===== config.mk =====
export PLATFORM = sky130hd
export DESIGN_NAME = mem_arbiter
export DESIGN_NICKNAME = d
export VERILOG_FILES = /design/src/rtl/mem_arbiter.sv
export SDC_FILE = /design/constraint.sdc
export NUM_CORES = 1
export LEC_CHECK = 0
export ABC_AREA = 1
export CAP_MARGIN = 30
export CORE_MARGIN = 2
export CORE_UTILIZATION = 25
export CTS_BUF_LIST = sky130_fd_sc_hd__clkbuf_16
export CTS_CLUSTER_SIZE = 14
export DETAILED_ROUTE_END_ITERATION = 7
export PLACE_DENSITY = 0.79
export SLEW_MARGIN = 0
export SYNTH_ARGS = -nofsm -noshare
export SYNTH_HDL_FRONTEND = slang
export SYNTH_SLANG_ARGS = --single-unit
export TNS_END_PERCENT = 100

===== constraint.sdc =====
create_clock -name clk -period 3.4 [get_ports clk]
set_input_delay 1.02 -clock clk [delete_from_list [all_inputs] [get_ports clk]]
set_output_delay 1.02 -clock clk [all_outputs]
set_load 0.01 [all_outputs]

===== src/rtl/mem_arbiter.sv =====
// mem_arbiter: two-master, one-slave arbiter for the 16-bit valid/ready
// memory bus, with an abort-on-timeout for hung slave transactions.
//
// Ports:
//   clk, rst                     clock, synchronous active-high reset
//   m0_*/m1_* valid,addr,wstrb,wdata  master requests (m0 = core)
//   m0_*/m1_* ready,rdata,err    per-master completion (err = timeout abort)
//   s_valid,s_addr,s_wstrb,s_wdata    request to the memory slave
//   s_ready,s_rdata              slave completion and read data
//   gnt                          one-hot current owner (00 = none)
//
// Parameter TIMEOUT: BUSY cycles without s_ready before abort (0 = never).
// Macro ZKTC_ARB_ROUND_ROBIN_EN: round-robin tie-break; otherwise m0 wins ties.
module mem_arbiter #(
    parameter int TIMEOUT = 255
) (
    input  logic        clk,
    input  logic        rst,
    input  logic        m0_valid,
    input  logic [15:0] m0_addr,
    input  logic [1:0]  m0_wstrb,
    input  logic [15:0] m0_wdata,
    output logic        m0_ready,
    output logic [15:0] m0_rdata,
    output logic        m0_err,
    input  logic        m1_valid,
    input  logic [15:0] m1_addr,
    input  logic [1:0]  m1_wstrb,
    input  logic [15:0] m1_wdata,
    output logic        m1_ready,
    output logic [15:0] m1_rdata,
    output logic        m1_err,
    output logic        s_valid,
    output logic [15:0] s_addr,
    output logic [1:0]  s_wstrb,
    output logic [15:0] s_wdata,
    input  logic        s_ready,
    input  logic [15:0] s_rdata,
    output logic [1:0]  gnt
);

    localparam int CW = (TIMEOUT > 0) ? $clog2(TIMEOUT + 1) : 1;
    localparam logic [CW-1:0] TMAX = CW'(TIMEOUT);

    typedef enum logic {
        IDLE,
        BUSY
    } state_t;

    state_t        state, state_nx;
    logic          own, own_nx;
    logic          last, last_nx;
    logic [CW-1:0] cnt, cnt_nx;

    logic          win;
    logic          sel_valid;
    logic [15:0]   sel_addr;
    logic [1:0]    sel_wstrb;
    logic [15:0]   sel_wdata;
    logic          to_hit;
    logic          done;
    logic          abort;
    logic [15:0]   rdata;

    // Winner when sampling requests in IDLE.
`ifdef ZKTC_ARB_ROUND_ROBIN_EN
    assign win = (m0_valid && m1_valid) ? ~last : m1_valid;
`else
    assign win = ~m0_valid;
`endif

    assign sel_valid = own ? m1_valid : m0_valid;
    assign sel_addr  = own ? m1_addr  : m0_addr;
    assign sel_wstrb = own ? m1_wstrb : m0_wstrb;
    assign sel_wdata = own ? m1_wdata : m0_wdata;

    assign to_hit = (TIMEOUT != 0) && (cnt == TMAX);

    always_ff @(posedge clk) begin
        if (rst) begin
            state <= IDLE;
            own   <= 1'b0;
            last  <= 1'b1;
            cnt   <= '0;
        end else begin
            state <= state_nx;
            own   <= own_nx;
            last  <= last_nx;
            cnt   <= cnt_nx;
        end
    end

    always_comb begin
        state_nx = state;
        own_nx   = own;
        last_nx  = last;
        cnt_nx   = cnt;
        s_valid  = 1'b0;
        s_addr   = '0;
        s_wstrb  = '0;
        s_wdata  = '0;
        gnt      = 2'b00;
        done     = 1'b0;
        abort    = 1'b0;
        rdata    = '0;
        case (state)
            IDLE: begin
                if (m0_valid || m1_valid) begin
                    own_nx   = win;
                    cnt_nx   = '0;
                    state_nx = BUSY;
                end
            end
            BUSY: begin
                gnt     = own ? 2'b10 : 2'b01;
                s_valid = sel_valid;
                s_addr  = sel_addr;
                s_wstrb = sel_wstrb;
                s_wdata = sel_wdata;
                // A completion in the timeout cycle still counts as good.
                if (s_ready) begin
                    done     = 1'b1;
                    rdata    = s_rdata;
                    last_nx  = own;
                    state_nx = IDLE;
                end else if (to_hit) begin
                    done     = 1'b1;
                    abort    = 1'b1;
                    s_valid  = 1'b0;
                    last_nx  = own;
                    state_nx = IDLE;
                end else if (!sel_valid) begin
                    state_nx = IDLE;
                end else if (cnt != TMAX) begin
                    cnt_nx = cnt + CW'(1);
                end
            end
            default: state_nx = IDLE;
        endcase
    end

    assign m0_ready = done & ~own;
    assign m1_ready = done & own;
    assign m0_err   = abort & ~own;
    assign m1_err   = abort & own;
    assign m0_rdata = own ? 16'h0000 : rdata;
    assign m1_rdata = own ? rdata : 16'h0000;

endmodule

==> results of run 1 <==
placed cells by master, fill, tap and decap left out, drive strengths merged:
cell type / synthesis / final
clkdlybuf4s50: 0 / 124
dlygate4sd2: 0 / 35
a22o: 34 / 34
nor3: 33 / 33
inv: 30 / 30
nand2: 26 / 26
nor2: 22 / 22
dfxtp: 10 / 10
buf: 8 / 9
nand3: 8 / 8
a21oi: 7 / 7
o21ai: 7 / 7
clkbuf: 4 / 3
dlymetal6s2s: 0 / 2
or2: 1 / 1
o211ai: 1 / 1
o21bai: 1 / 1
nor3b: 1 / 1
ha: 1 / 1
clkinv: 0 / 1
state kept, by name, indices dropped and copies added, names as in the netlist:
| register | count |
|---|---|
| own | 1 |
| state | 1 |
| cnt | 8 |
final cells by class:
type	instances	share of cell area, %
flip-flops and latches	10	6.64
inverters	30	3.82
multi-input cells	142	29.2
clock inverters	1	0.125
repair buffers	170	54.8
clock buffers	3	2.49
well taps	70	2.91
path summary, 6_finish.rpt:
kind / cells after the start / slack [ns] / end / start
setup / recovery: 5 / 0.12 / m0_rdata[4] / s_ready
hold / removal: 2 / 0.48 / cnt[7] / cnt[7]
hold reg to reg: 2 / 0.48 / cnt[7] / cnt[7]
setup reg to reg: 9 / 1.87 / cnt[0] / own
worst min-delay path, cell delays in order (launching register included):
cell,delay [ns]
dfxtp_1,0.30
nand3_1,0.07
a21oi_1,0.06
stage by stage:
stage / instance area (sq um) / util (%) / std cells / total power, mW / hold WS [ns]
floorplan: 1280 / - / 194 / 0.260 / 0.457
global placement: 2970 / 59.4 / 422 / 0.474 / 0.470
detailed placement: 2970 / 59.4 / 422 / 0.478 / 0.476
CTS: 3010 / 60.1 / 426 / 0.684 / 0.482
global route: 3010 / 60.2 / 426 / 0.712 / 0.505
finish: 3010 / 60.2 / 426 / 0.680 / 0.483
cell families (layout without fill, tap and decap cells):
family                     count (synthesis)  after routing
DFF                                       10             10
buffers and inverters                     42            204
AOI/OAI and AO/OA                         50             50
and+or+nand+nor                           91             91
adders and majority gates                  1              1
power groups by stage:
stage               Combinational [mW]  Clock, mW  Sequential [mW]
floorplan                        0.133          0            0.127
detailed placement               0.350          0            0.127
CTS                              0.345      0.213            0.125
global placement                 0.347          0            0.127
global route                     0.367      0.218            0.126
finish                           0.344      0.211            0.126
routing by layer:
metal / track usage, % / up-vias / share of wire (%)
li1: - / 994 / -
met2: 35.7 / 96 / 48
met1: 23.2 / 926 / 40
met4: 6.82 / 0 / 2.4
met3: 3.31 / 8 / 8.7
met5: 0 / - / 0
==> flow_summary_export.csv, run 1 <==
group,metric,value,unit
status,status,"finished clean",
synthesis,synth_top_area_cell,"a22o_1",
worst_setup_path,start_kind,"input port",
synthesis,synth_most_common_cell,"a22o_1",
floorplanning,dieArea,5700,sq um
timing,finalSetupViolCount,0,
timing,drv_slew,0,
layout,drive_above_1_share,7.30,%
synthesis,yosysTopAreaCellShare,23.3,%
pwr,pwr-share-clk,31.0,%
pwr,combPwrFrac,50.5,%
worst_setup_path,cp_slowest_cell,"clkdlybuf4s50_1",
worst_setup_path,cp_top_family,"buffers and inverters",
timing,rsz0062_at_grt,"no",
floorplanning,start_util,25.5,%
pwr,ir_drop,0.123,mV
synthesis,synth_common_cells,"a22o_1, nor3_1, inv_1, nand2_1, nor2_1",
synthesis,synth_top_family_by_area,"simple AND/OR/NAND/NOR gates",
placement,hpwl,5190,microns
synthesis,synthSimpleGateAreaFrac,36.1,%
timing,hold_viol_final,0,
routing,wirelength,6400,microns
synthesis,yosys-top-cells-area,"a22o_1, dfxtp_1, nor3_1",
pwr,cellLeakagePower,1.41,nW
synthesis,synth-adder-area-share,0.979,%
worst_setup_path,path_max_fanout,32,
floorplanning,rows,26,
synthesis,synth-seq-cells,10,
clock_tree,hold_buffers,0,
floorplanning,coreArea,5010,sq um
worst_setup_path,cp-end-kind,"primary output",
layout,multiInputGateArea,880,sq um
floorplanning,pin_count,162,
clock_tree,cts_root_buf,"clkbuf_16",
routing,route.vias.total,2024,
timing,worstMarginPinSlew,0.505,ns
timing,slew-limit-headroom,66.4,%
floorplanning,die_width,75.5,microns
synthesis,synth.area.mux_share,0,%
synthesis,syn_nets,284,
timing,final.setup.worst_slack,0.124,ns
placement,dp_slack,-0.166,ns
clock_tree,clk_path_buf_depth,2,
timing,fin_crit_sh,96.4,%
clock_tree,cts_tree,"yes",
pwr,switching_share,29.9,%
routing,viasPerCell,4.75,
synthesis,synth_xor_area_share,0,%
global_routing,track_usage,19.7,%
timing,fin_setup_tns,0,ns
worst_setup_path,crit_required,2.38,ns
timing,clock_skew,0.00366,ns
synthesis,ys_types,26,
global_routing,antenna_found_initial,0,
layout,regArea,200,sq um
global_routing,grt_pass1_vias,1778,
routing,wl_per_cell,15.0,microns
pwr,seq_power_share,18.5,%
routing,antenna_left,0,
min_path,hp-class,"register to register",
synthesis,syn_inst,194,
synthesis,synth_flop_cell,"dfxtp_1",
worst_setup_path,worstSetupPathType,"input port to primary output",
global_routing,grt_remaining_overflow,0,
timing,fin_crit,3.28,ns
pwr,internal-power,0.477,mW
worst_setup_path,path_cells,"clkdlybuf4s50_1 -> nand2_1 -> buf_12 -> nor3_1 -> dlygate4sd2_1",
routing,first_pass_iters,4,
layout,area_growth,136,%
synthesis,yosysWarnings,0,
floorplanning,die_y,75.5,microns
pwr,power_density,226,nW/um^2
worst_setup_path,cp_num_buf_inv,3,
timing,fmax,0.305,GHz
clock_tree,insertion_delay,0.24,ns
synthesis,async_flop_share,0,%
layout,nFillCells,489,
worst_setup_path,critPathArrivalTime,2.26,ns
clock_tree,clkSinkCount,10,
pwr,p_switching,0.203,mW
run,cap_violations,0,
clock_tree,cts_setup_buffers,0,
routing,drt_iter0_markers,53,
layout,diodes,0,
worst_setup_path,slowest_delay,0.48,ns
clock_tree,post_cts_resized,35,
clock_tree,htree_levels,1,
placement,gp_congestion,0.819,
placement,numPortBuffers,161,
clock_tree,path_clk_slew,0.04,ns
routing,drc,0,
layout,fin_nets,447,
synthesis,synth_area,1280,sq um
clock_tree,cts_inserted_buffers,3,
synthesis,avgSynthCellArea,6.58,sq um
global_routing,grt_pass1_wl,8600,microns
synthesis,synth_compound_area_share,31.7,%
synthesis,synth_seq_area_share,15.7,%
synthesis,synth_edf_count,0,
global_routing,grt_max_degree,37,
Note: power is estimated with default switching activity, not from simulation.
==> run 2, diff against run 1 <==
- ABC_AREA: 1 -> default
- PLACE_DENSITY: 0.79 -> 0.78
==> run 2 against run 1 <==
Against the previous run:
- wire length is 11% lower
- synthesized cell count is 4.6% lower
- largest power group unchanged
- combinational power is 9.3% lower
- fmax is 0.76% higher
- sequential power hardly changed
- critical endpoint is now m0_err
- worst hold slack worse by 0.017 ns
- die area is 3.4% higher
- global-route usage is 0.78 points lower
==> flow_summary_export.csv, run 2 <==
group,metric,value,unit
clock_tree,htree_levels,1,
synthesis,yosysWarnings,0,
floorplanning,start_util,25.9,%
placement,dpl-instance-area,3040,sq um
clock_tree,post_cts_resized,25,
layout,layout_common_cells,"clkdlybuf4s50_1, nor2_1, mux2i_1",
clock_tree,path_clk_slew,0.04,ns
synthesis,synth_top_area_cell,"mux2i_1",
routing,antenna_left,0,
worst_setup_path,r2r_slack,1.53,ns
synthesis,yosysTopAreaCellShare,27.2,%
clock_tree,cts_root_buf,"clkbuf_16",
synthesis,synth_seq_area_share,15.1,%
floorplanning,dieArea,5890,sq um
clock_tree,cts_setup_buffers,0,
timing,drv_slew,0,
timing,worstMarginPinSlew,0.526,ns
layout,regMostFlops,"cnt",
worst_setup_path,worstSetupPathType,"input port to primary output",
routing,route.vias.total,1890,
routing,drt_iter0_markers,63,
worst_setup_path,crit_required,2.38,ns
clock_tree,hold_buffers,0,
clock_tree,clk_path_buf_depth,2,
worst_setup_path,r2r-end,"cnt[2]",
synthesis,synth.area.mux_share,27.2,%
synthesis,synth_common_cells,"nor2_1, mux2i_1, and3_1, and2_1, dfxtp_1",
synthesis,synth_area,1320,sq um
run,cap_violations,0,
synthesis,syn_nets,275,
synthesis,synth_compound_area_share,12.3,%
clock_tree,cts_tree,"yes",
timing,fin_crit,3.25,ns
timing,fin_crit_sh,95.6,%
synthesis,synth-seq-cells,10,
pwr,ir_drop,0.196,mV
layout,fin_area,3100,sq um
min_path,hp-class,"register to register",
layout,drive_above_1_share,5.20,%
clock_tree,cts_inserted_buffers,3,
floorplanning,die_y,76.8,microns
layout,final_core_util,60.7,%
routing,wl_per_cell,13.6,microns
global_routing,grt_max_degree,27,
synthesis,synthSimpleGateAreaFrac,38.4,%
routing,drc,0,
synthesis,synth-adder-area-share,0.945,%
routing,wirelength,5680,microns
timing,hold_viol_final,0,
global_routing,antenna_found_initial,0,
clock_tree,clkSinkCount,10,
timing,fmax,0.308,GHz
routing,first_pass_iters,4,
timing,slew-limit-headroom,64.9,%
placement,hpwl,4720,microns
synthesis,avgSynthCellArea,7.16,sq um
min_path,whs_endpoint,"cnt[6]",
pwr,power_density,209,nW/um^2
global_routing,grt_pass1_vias,1877,
routing,viasPerCell,4.54,
worst_setup_path,r2r-start,"own",
status,status,"finished clean",
floorplanning,coreArea,5110,sq um
synthesis,synth_edf_count,0,
timing,rsz0062_at_grt,"no",
synthesis,synth_most_common_cell,"nor2_1",
layout,multiInputGateArea,1050,sq um
layout,final_common_cell,"clkdlybuf4s50_1",
layout,fin_nets,437,
synthesis,ys_types,29,
synthesis,async_flop_share,0,%
layout,area_growth,134,%
worst_setup_path,cp-startpoint,"s_ready",
timing,clock_skew,0.00106,ns
synthesis,synth_top_family_by_area,"simple AND/OR/NAND/NOR gates",
layout,nFillCells,465,
layout,diodes,0,
layout,regArea,201,sq um
floorplanning,die_width,76.8,microns
synthesis,synth_flop_cell,"dfxtp_1",
worst_setup_path,start_kind,"input port",
min_path,worstHoldStart,"cnt[6]",
min_path,whs_path_depth,1,
worst_setup_path,path_max_fanout,5,
clock_tree,insertion_delay,0.23,ns
placement,numPortBuffers,161,
synthesis,synth_xor_area_share,0,%
global_routing,track_usage,18.9,%
timing,finalSetupViolCount,0,
worst_setup_path,cp-end-kind,"primary output",
synthesis,yosys-top-cells-area,"mux2i_1, dfxtp_1, nor2_1",
floorplanning,rows,26,
worst_setup_path,reg2reg_depth,5,
floorplanning,pin_count,162,
worst_setup_path,critPathArrivalTime,2.23,ns
global_routing,grt_remaining_overflow,0,
layout,reg.largest.list,"cnt (8), own (1), state (1)",
timing,fin_setup_tns,0,ns
layout,largest_register_ffs,8,
pwr,cellLeakagePower,1.32,nW
global_routing,grt_pass1_wl,9160,microns
synthesis,syn_inst,185,
placement,gp_congestion,0.872,
==> run 2: cell count changes in the layout (fill, tap and decap cells not counted), moves of 14 or more <==
cell / previous run / this run
mux2i_1: 0 / 36
a22o_1: 34 / 0
nor3_1: 33 / 3
nor2_1: 18 / 42
inv_1: 26 / 5
and3_1: 0 / 20
nand2_1: 23 / 5
and2_1: 0 / 16
clkdlybuf4s50_1: 124 / 138
==> run 2: layer usage <==
metal | vias to the layer above | GRT usage (%) | share of wire (%)
met3 | 8 | 5.18 | 8.6
li1 | 963 | - | -
met1 | 813 | 21.3 | 38
met5 | - | 0 | 0
met4 | 0 | 4.91 | 1.9
met2 | 106 | 34.7 | 51
==> run 2: logic make-up after synthesis <==
| kind of cell | Yosys count |
|---|---|
| AO/OA/AOI/OAI | 20 |
| adder cells (fa/ha/maj) | 1 |
| buffers and inverters | 18 |
| flip-flops | 10 |
| multiplexers | 36 |
| AND/OR/NAND/NOR | 100 |
==> run 2: stage by stage <==
stage / hold slack, ns / instances / worst slack [ns] / power (mW)
floorplan: 0.431 / 185 / 0.757 / 0.242
global placement: 0.457 / 411 / -0.114 / 0.443
detailed placement: 0.460 / 411 / -0.193 / 0.445
CTS: 0.469 / 416 / 0.142 / 0.655
global route: 0.517 / 416 / 0.0748 / 0.687
finish: 0.467 / 416 / 0.149 / 0.648
==> run 2: worst max-delay path by stage <==
stage                     depth (start not counted)           end  slack [ns]
final                                             4        m0_err        0.15
after global routing                              4     s_addr[0]        0.07
after CTS                                         4     s_addr[3]        0.14
after detailed placement                          5       s_valid       -0.19
after global placement                            5   m1_rdata[9]       -0.11
after floorplan                                   3  m1_rdata[10]        0.76
==> run 2: worst max-delay path, cell delays in order <==
cell	delay (ns)
dlygate4sd2_1	0.28
buf_4	0.18
nor3_1	0.19
clkdlybuf4s50_1	0.57
==> run 2: layout make-up <==
class / count / area share [%]
Multi-Input combinational cell: 157 / 33.8
Clock buffer: 3 / 2.42
Timing Repair Buffer: 170 / 53.7
Sequential cell: 10 / 6.50
Inverter: 5 / 0.606
Tap cell: 70 / 2.83
Clock inverter: 1 / 0.121
==> run 2: power by group <==
group | leakage, nW | switching (mW) | internal (mW)
clock | 0.0385 | 0.0543 | 0.154
combinational | 1.20 | 0.114 | 0.198
sequential | 0.0814 | 0.00743 | 0.120
total | 1.32 | 0.176 | 0.472
